--- config.mk ---
export PLATFORM = sky130hd
export DESIGN_NAME = display_mode_ctrl
export DESIGN_NICKNAME = d
export VERILOG_FILES = /design/src/rtl/display_mode_ctrl.sv
export SDC_FILE = /design/constraint.sdc
export NUM_CORES = 1
export LEC_CHECK = 0
export CAP_MARGIN = 10
export CORE_ASPECT_RATIO = 0.6
export CORE_MARGIN = 5
export CORE_UTILIZATION = 45
export CTS_BUF_LIST = sky130_fd_sc_hd__clkbuf_4 sky130_fd_sc_hd__clkbuf_8
export CTS_CLUSTER_SIZE = 40
export DETAILED_ROUTE_END_ITERATION = 6
export PLACE_DENSITY = 0.93
export SYNTH_ARGS = -nofsm -noshare
export SYNTH_HDL_FRONTEND = slang
export SYNTH_SLANG_ARGS = --single-unit
--- constraint.sdc ---
create_clock -name i_pixclk -period 5.4 [get_ports i_pixclk]
set_input_delay 1.35 -clock i_pixclk [delete_from_list [all_inputs] [get_ports i_pixclk]]
set_output_delay 1.35 -clock i_pixclk [all_outputs]
set_load 0.1 [all_outputs]
--- src/rtl/display_mode_ctrl.sv ---
// Run-time video mode controller: waits for frame end, holds the timing
// generator in reset while the new mode table entry is loaded, then releases it.
module display_mode_ctrl #(
    parameter logic [1:0] DEF_MODE   = 2'd0,
    parameter int         RST_CYCLES = 8,
    parameter int         TIMEOUT    = 2500000
) (
    input  logic        i_pixclk,
    input  logic        i_rst,
    input  logic        i_req,
    input  logic [1:0]  i_mode,
    input  logic        i_frame,
    output logic        o_busy,
    output logic        o_done,
    output logic        o_timeout,
    output logic [1:0]  o_mode,
    output logic        o_tg_rst,
    output logic [63:0] o_hcfg,
    output logic [63:0] o_vcfg,
    output logic [1:0]  o_pol
);

    localparam int WCW = (TIMEOUT > 1) ? $clog2(TIMEOUT) : 1;
    localparam int HCW = $clog2(RST_CYCLES + 1);
    localparam logic [WCW-1:0] WAIT_LAST = WCW'(TIMEOUT - 1);
    localparam logic [HCW-1:0] HOLD_LAST = HCW'(RST_CYCLES - 1);

    typedef enum logic [1:0] {S_RUN, S_WAIT, S_HOLD} state_t;

    function automatic logic [63:0] mode_hcfg(input logic [1:0] m);
        case (m)
            2'd0:    mode_hcfg = {16'd640,  16'd16,  16'd96,  16'd48};
            2'd1:    mode_hcfg = {16'd1280, 16'd110, 16'd40,  16'd220};
            2'd2:    mode_hcfg = {16'd800,  16'd40,  16'd128, 16'd88};
            default: mode_hcfg = {16'd1920, 16'd88,  16'd44,  16'd148};
        endcase
    endfunction

    function automatic logic [63:0] mode_vcfg(input logic [1:0] m);
        case (m)
            2'd0:    mode_vcfg = {16'd480,  16'd10, 16'd2, 16'd33};
            2'd1:    mode_vcfg = {16'd720,  16'd5,  16'd5, 16'd20};
            2'd2:    mode_vcfg = {16'd600,  16'd1,  16'd4, 16'd23};
            default: mode_vcfg = {16'd1080, 16'd4,  16'd5, 16'd36};
        endcase
    endfunction

    function automatic logic [1:0] mode_pol(input logic [1:0] m);
        mode_pol = (m == 2'd0) ? 2'b00 : 2'b11;
    endfunction

    state_t         state_q, state_d;
    logic [1:0]     rst_sync_q;
    logic [WCW-1:0] wcnt_q, wcnt_d;
    logic [HCW-1:0] hcnt_q, hcnt_d;
    logic [1:0]     pend_q, pend_d;
    logic [1:0]     mode_q, mode_d;
    logic [63:0]    hcfg_q, hcfg_d;
    logic [63:0]    vcfg_q, vcfg_d;
    logic [1:0]     pol_q, pol_d;
    logic           done_q, done_d;
    logic           timeout;
    logic           rst_int;

    // Release of i_rst is resynchronised; the hold counter stays frozen until then.
    always_ff @(posedge i_pixclk or posedge i_rst) begin
        if (i_rst) rst_sync_q <= 2'b11;
        else       rst_sync_q <= {rst_sync_q[0], 1'b0};
    end
    assign rst_int = rst_sync_q[1];

    always_ff @(posedge i_pixclk or posedge i_rst) begin
        if (i_rst) begin
            state_q <= S_HOLD;
            wcnt_q  <= '0;
            hcnt_q  <= '0;
            pend_q  <= DEF_MODE;
            mode_q  <= DEF_MODE;
            hcfg_q  <= mode_hcfg(DEF_MODE);
            vcfg_q  <= mode_vcfg(DEF_MODE);
            pol_q   <= mode_pol(DEF_MODE);
            done_q  <= 1'b0;
        end else begin
            state_q <= state_d;
            wcnt_q  <= wcnt_d;
            hcnt_q  <= hcnt_d;
            pend_q  <= pend_d;
            mode_q  <= mode_d;
            hcfg_q  <= hcfg_d;
            vcfg_q  <= vcfg_d;
            pol_q   <= pol_d;
            done_q  <= done_d;
        end
    end

    always_comb begin
        state_d = state_q;
        wcnt_d  = wcnt_q;
        hcnt_d  = hcnt_q;
        pend_d  = pend_q;
        mode_d  = mode_q;
        hcfg_d  = hcfg_q;
        vcfg_d  = vcfg_q;
        pol_d   = pol_q;
        done_d  = 1'b0;
        timeout = 1'b0;
        case (state_q)
            S_RUN: begin
                if (i_req) begin
                    if (i_mode == mode_q) begin
                        done_d = 1'b1;
                    end else begin
                        pend_d  = i_mode;
                        wcnt_d  = '0;
                        state_d = S_WAIT;
                    end
                end
            end
            S_WAIT: begin
                wcnt_d = wcnt_q + 1'b1;
                // A frame edge in the timeout cycle wins: no timeout pulse.
                if (i_frame || wcnt_q == WAIT_LAST) begin
                    timeout = !i_frame;
                    state_d = S_HOLD;
                    hcnt_d  = '0;
                    mode_d  = pend_q;
                    hcfg_d  = mode_hcfg(pend_q);
                    vcfg_d  = mode_vcfg(pend_q);
                    pol_d   = mode_pol(pend_q);
                end
            end
            S_HOLD: begin
                if (!rst_int) begin
                    if (hcnt_q == HOLD_LAST) begin
                        state_d = S_RUN;
                        done_d  = 1'b1;
                    end else begin
                        hcnt_d = hcnt_q + 1'b1;
                    end
                end
            end
            default: state_d = S_HOLD;
        endcase
    end

    assign o_busy    = (state_q != S_RUN);
    assign o_tg_rst  = (state_q == S_HOLD);
    assign o_done    = done_q;
    assign o_timeout = timeout;
    assign o_mode    = mode_q;
    assign o_hcfg    = hcfg_q;
    assign o_vcfg    = vcfg_q;
    assign o_pol     = pol_q;

endmodule
After elaboration in Yosys (flattened, before gate mapping). Cells that the tools add are included.

$add $sub $neg: 2. Eq/ne operators: 13. Mux-type cells: 23. Bitwise gates (word level): 1. Reductions and logical operators: 12.

Operator list (number): $pmux W59 S3 (2); $mux W22 (2); $pmux W22 S2 (1); $add A22 B1 Y22 const B (1); $eq A22 B22 Y1 const B (1); $mux W2 (6); $mux W4 (3); $ne A2 B2 Y1 const B (5); $pmux W4 S2 (1); $mux W1 (6); $pmux W2 S3 (1); $reduce_and A3 Y1 (2); $reduce_bool A2 Y1 (3); $reduce_and A5 Y1 (1); $add A4 B1 Y4 const B (1); $eq A2 B1 Y1 const B (2); $eq A2 B2 Y1 const B (2); $eq A4 B3 Y1 const B (1); $logic_not A2 Y1 (2); $reduce_and A4 Y1 (1); $eq A2 B2 Y1 (1); $ne A2 B1 Y1 const B (1); $pmux W1 S2 (1); $reduce_and A2 Y1 (1); 3 further kinds (3).

Bits in registers: 165.

Logic depth before layout (Yosys ltp). Gate-level depths: netlist of run 1.

Depth after elaboration: 4. Mapped depth: 7.

Worst setup path after synthesis of run 1. Ideal clock, no wire load.

Path type: input to output. From: in i_frame. To: out o_timeout. Data arrival time: 3.169 ns. Required time: 4.050 ns. Setup slack: 0.881 ns. Cell stages on the path: 2. Path buffers: 0. Cell sequence: or3b_2 -> nor2b_1.

Longest elaborated chain between the ends: 3.

RTL lines: from (decl) (RTL line 12) `input logic i_frame,`; $logic_not A1 Y1 or $logic_or A1 B1 Y1 (tied branches) (RTL line 123, 122); $mux W1 * (RTL line 122) `if (i_frame || wcnt_q == WAIT_LAST) begin`; $mux W1 * (RTL line 107) `case (state_q)`; to (decl) (RTL line 15) `output logic o_timeout,`.

Every way passes the cells marked *; elsewhere a longest branch is shown, timed or not.

Final worst setup path of run 1. Ends and elaborated chain as after synthesis.

==> results.tsv, run 1 <==
metric	value	unit
status	finished, final reports clean	
cell taking the most area after synthesis	dfrtp_1	
top-count cell post-synth	buf_4	
drt total wl	6550	um
R2R setup slack	3210	ps
Longest Clk Path Bufs	2	
Peak Freq	245	MHz
DRC Markers	0	
vias in the first global route	2161	
EDFF count, synth	0	
Main synth FF type	dfrtp_1	
GP Congestion	0.813	
chip height	76.3	um
RR Startpoint	wcnt_q[0]	
drt wl/cell	14.1	um
top cells by area, synth	dfrtp_1 (30%), buf_4 (26%), dfstp_2 (8.0%)	
Synth Instances	347	
CTS H-tree lvls	2	
postcts setup bufs	0	
CP Launch Type	input pin	
crit path max fanout	4	
nets	389	
RSZ-0062 raised after global routing	false	
via count	2224	
crit path from	i_frame	
DRT antenna net count	0	
Synth warnings	0	
Req. time, crit path	4050	ps
vias per cell	4.77	
Worst Skew	10.1	ps
synth unique cells	48	
Die ar.	0.00920	mm^2
worst skew pair latency	300	ps
core area	0.00721	mm^2
largest net degree at the start of global routing	51	
DRT iter0 DRCs	145	
CP endpoint kind	primary output	
final hold violation count	0	
relative slew slack	32.4	%
Non-Filler Instances	466	
Inserted Clock Buffers	5	
Tot GR Track Use	14.1	%
share of flip-flops with an asynchronous set or reset	100	%
post-route minimum period	4080	ps
I/O Pins	142	
synth-to-layout area growth	5.61	%
cts repair resizes	0	
Netlist Area Pre-Place	0.00330	mm^2
first-pass GRT wire length	10800	um
Post-DP Area	0.00339	mm^2
CP arrival	2730	ps
worst-margin pin slew	1010	ps
Slew Viols, Final	0	
grt ovf	0	
post-route cell area	0.00348	mm^2
number of antenna violations at the first check in global routing	0	
Hold Startpoint	rst_sync_q[0]	
Final Cycle Share	75.6	%
Hold Slack	361	ps
clock-pin transition on the worst setup and hold timing paths	90	ps
layout cells sized above 1	10.7	%
Crit Path Class	input pin to primary output	
Die Wd	121	um
flops & latches, synth	50	
post-synth top area share	30.3	%
max cap viols	0	
Seq/Total Area, Yosys	38.3	%
CTS tree	yes	
effective utilization at floorplan	45.8	%
drt pass-1 iters	4	
Inserted Diodes	0	
Worst Hold Class	flip-flop to flip-flop	
HPWL after DPL	5100	um
# setup viols final	0	
FP Rows	24	
root buf cell	clkbuf_8	
Inst Count DP	458	
TritonCTS Sinks	50	
commonest cells in the netlist	buf_4 (115), dfrtp_1 (40), o21ai_0 (37)	
port buffer count	54	
Hold-fix buffers, CTS	0	
Setup Total Neg Slack	0	ps
Post-Syn Area per Cell	9.51	um^2
Filler cells	646	
==> worst max-delay path, cell delays in order <==
cell and delay (ps):
clkdlybuf4s50_1 460, or3b_2 500, nor2b_1 120, buf_4 290
==> cell usage in the layout, fill, tap and decap left out, types with 4 or more instances in the layout <==
cell	instances
nand2_1	19
clkdlybuf4s50_1	53
dfrtp_1	40
mux2_2	7
conb_1	88
nand3_1	16
o31ai_1	5
nor2_1	9
ha_1	9
nand4_1	4
mux2i_1	5
dfstp_2	10
o21ai_0	37
clkbuf_8	6
nor3_1	5
a21oi_1	4
inv_1	6
==> metrics by stage <==
stage	utilization [%]	setup slack (ps)
global placement	47.0	1310
floorplan	-	881
finish	48.4	1320
detailed placement	47.0	1310
global route	48.4	1270
CTS	48.4	1310
==> path summary, 6_finish.rpt <==
kind,cells past startpoint,end
max in group asynchronous,2,wcnt_q[8]
worst max register to register,7,o_vcfg[57]
worst min register to register,0,rst_sync_q[1]
worst max-delay path,4,o_timeout
worst min-delay path,0,rst_sync_q[1]
min in group asynchronous,2,wcnt_q[18]
==> cell families after synthesis <==
logic type | share of synthesized area [%]
DFF | 38.3
muxes | 3.91
adders and majority gates | 3.41
AOI/OAI and AO/OA | 10.8
xor gates and xnor gates | 0.797
other | 0.228
buffers and inverters | 27.9
and+or+nand+nor | 14.6
==> state kept, by name, summed over array words and instances, names as in the netlist <==
signal,flops
hcnt_q,4
o_done,1
o_hcfg,4
o_mode,2
o_pol,1
o_vcfg,10
pend_q,2
rst_sync_q,2
state_q,2
wcnt_q,22
==> layer usage <==
layer	global-route usage, %	vias to the layer above	routed length [um]
met5	0	-	0
met4	4.07	0	88
met3	2.67	8	419
met2	24.8	84	3390
met1	17.5	1090	2660
li1	-	1042	-
==> final cells by class <==
type	instances	area (um^2)	share of cell area, %
Tap cell	91	114	3.27
Sequential cell	50	1260	36.3
Timing Repair Buffer	55	546	15.7
Inverter	7	26.3	0.754
Clock buffer	6	82.6	2.37
Multi-Input combinational cell	255	1440	41.2
Clock inverter	2	16.3	0.467
Power of run 1 is left out: the tool's default activity adds up to more than one toggle a clock period on the data nets, which glitch-free logic cannot reach.
==> run 2, diff against run 1 <==
Settings changed: CORE_UTILIZATION 45 to 40, PLACE_DENSITY 0.93 to 0.87.
Clock period 5.4 ns to 3.6 ns, I/O delays scaled along.
==> run 2 against run 1 <==
Against the previous run: worst setup slack lost 870 ps; register-to-register slack lost 1800 ps; clock skew grew 7.1 ps; core utilization shrank 5.6 points; first-iteration DRC count shrank 24%; final area shrank 2.6%; count of clock-buffer cells in the layout grew 1; via count shrank 1.6%; largest cell class unchanged.
==> results.tsv, run 2 (synthesized netlist as in run 1, its figures left out) <==
metric	value	unit	change
largest net degree at the start of global routing	51		unchanged
synth-to-layout area growth	2.84	%	
I/O Pins	142		unchanged
Final Cycle Share	87.6	%	
postcts setup bufs	0		unchanged
drt wl/cell	13.4	um	-4.6%
number of antenna violations at the first check in global routing	0		unchanged
TritonCTS Sinks	50		unchanged
final hold violation count	0		unchanged
worst path bufs/invs	2		unchanged
Inserted Diodes	0		unchanged
HPWL after DPL	5080	um	-0.42%
Worst path slowest cell	or3b_2		
Slew Viols, Final	0		unchanged
chip height	80.4	um	+5.3%
DRT iter0 DRCs	110		-24%
Inserted Clock Buffers	5		unchanged
worst skew pair latency	310	ps	about the same
nets	389		unchanged
Req. time, crit path	2700	ps	-1350 ps
vias in the first global route	1906		-12%
Critical Path Max Stage Delay	520	ps	+20 ps
# setup viols final	0		unchanged
Largest register FFs	22		unchanged
Worst Skew	17.2	ps	+7.15 ps
CTS H-tree lvls	2		unchanged
Worst Hold Class	flip-flop to flip-flop		
root buf cell	clkbuf_8		
Reg with most FFs	wcnt_q		
first-pass GRT wire length	9580	um	-12%
crit path max fanout	4		unchanged
relative slew slack	33.7	%	+1.3 points
worst-margin pin slew	994	ps	-19.0 ps
CP arrival	2250	ps	-480 ps
Hold Startpoint	rst_sync_q[0]		
Die ar.	0.0102	mm^2	+11%
port buffer count	54		unchanged
drt total wl	6480	um	-1.1%
via count	2188		-1.6%
crit path cell chain	clkdlybuf4s50_1 -> or3b_2 -> nor2b_2 -> buf_12		
worst hold path cell count	0		unchanged
hold endpoint	rst_sync_q[1]		
status	finished, final reports clean		
post-route minimum period	3150	ps	
drt pass-1 iters	4		unchanged
layout cells sized above 1	23.7	%	+13 points
max cap viols	0		unchanged
Crit Path Class	input pin to primary output		
vias per cell	4.53		-5.1%
grt ovf	0		unchanged
R2R setup slack	1430	ps	-1780 ps
Die Wd	127	um	+5.6%
Hold-fix buffers, CTS	0		unchanged
FP Rows	25		+4.2%
most frequent cells in the layout	conb_1 (88), buf_4 (49), dfrtp_1 (40)		
GP Congestion	0.801		-1.5%
Longest Clk Path Bufs	2		unchanged
effective utilization at floorplan	41.5	%	-4.3 points
Peak Freq	317	MHz	
Largest delay share family, worst path	simple AND/OR/NAND/NOR gates		
clock-pin transition on the worst setup and hold timing paths	90	ps	about the same
CP endpoint kind	primary output		
DRT antenna net count	0		unchanged
RSZ-0062 raised after global routing	false		
worst reg2reg path endpoint	o_vcfg[57]		
R2R depth	7		unchanged
CP Launch Type	input pin		
core area	0.00795	mm^2	+10%
Setup Total Neg Slack	0	ps	unchanged
cts repair resizes	0		unchanged
commonest non-fill, non-tap cell in the layout	conb_1		
RR Startpoint	wcnt_q[0]		
CTS tree	yes		
Tot GR Track Use	11.7	%	-2.4 points
DRC Markers	0		unchanged
-- run 2: final cells by class --
cell class,count,area (um^2)
tap,108,135
multi-input combinational,255,1440
timing repair buffer,55,438
clock buffer,7,83.8
inverter,7,26.3
fill,792,4550
sequential,50,1260
clock inverter,1,7.51
-- run 2: how the worst max path moves through the flow --
stage	startpoint	end	slack, ps	depth (start not counted)
after floorplan	i_frame	o_timeout	500	2
after global placement	i_frame	o_timeout	490	4
after detailed placement	i_frame	o_timeout	470	4
after CTS	i_frame	o_timeout	460	4
after global routing	wcnt_q[0]	o_timeout	420	6
final	i_frame	o_timeout	450	4
-- run 2: worst reg2reg max path: cells and delay by family (launching register included) --
kind            cells  cell delay (ps)
flops               1              380
buf+inv             1              190
mux                 1              360
compound gates      1              120
simple gates        3              770
fa+ha+maj           1              250
-- run 2: stage by stage --
step | worst slack, ps | area [um^2] | hold slack, ps | cells | util, %
after floorplan | 502 | 3620 | 345 | 433 | -
after global placement | 486 | 3300 | 346 | 475 | 41.6
after detailed placement | 466 | 3300 | 353 | 475 | 41.6
after CTS | 463 | 3390 | 368 | 483 | 42.7
after global routing | 419 | 3390 | 364 | 483 | 42.7
final | 448 | 3390 | 364 | 483 | 42.7
-- run 2: layer usage --
layer | wire length, um | track usage, % | vias to the layer above
li1 | - | - | 1037
met1 | 2720 | 15.3 | 1077
met2 | 3270 | 18.7 | 70
met3 | 424 | 3.59 | 4
met4 | 66 | 3.53 | 0
met5 | 0 | 0 | -
Power of run 2 is left out for the same reason.
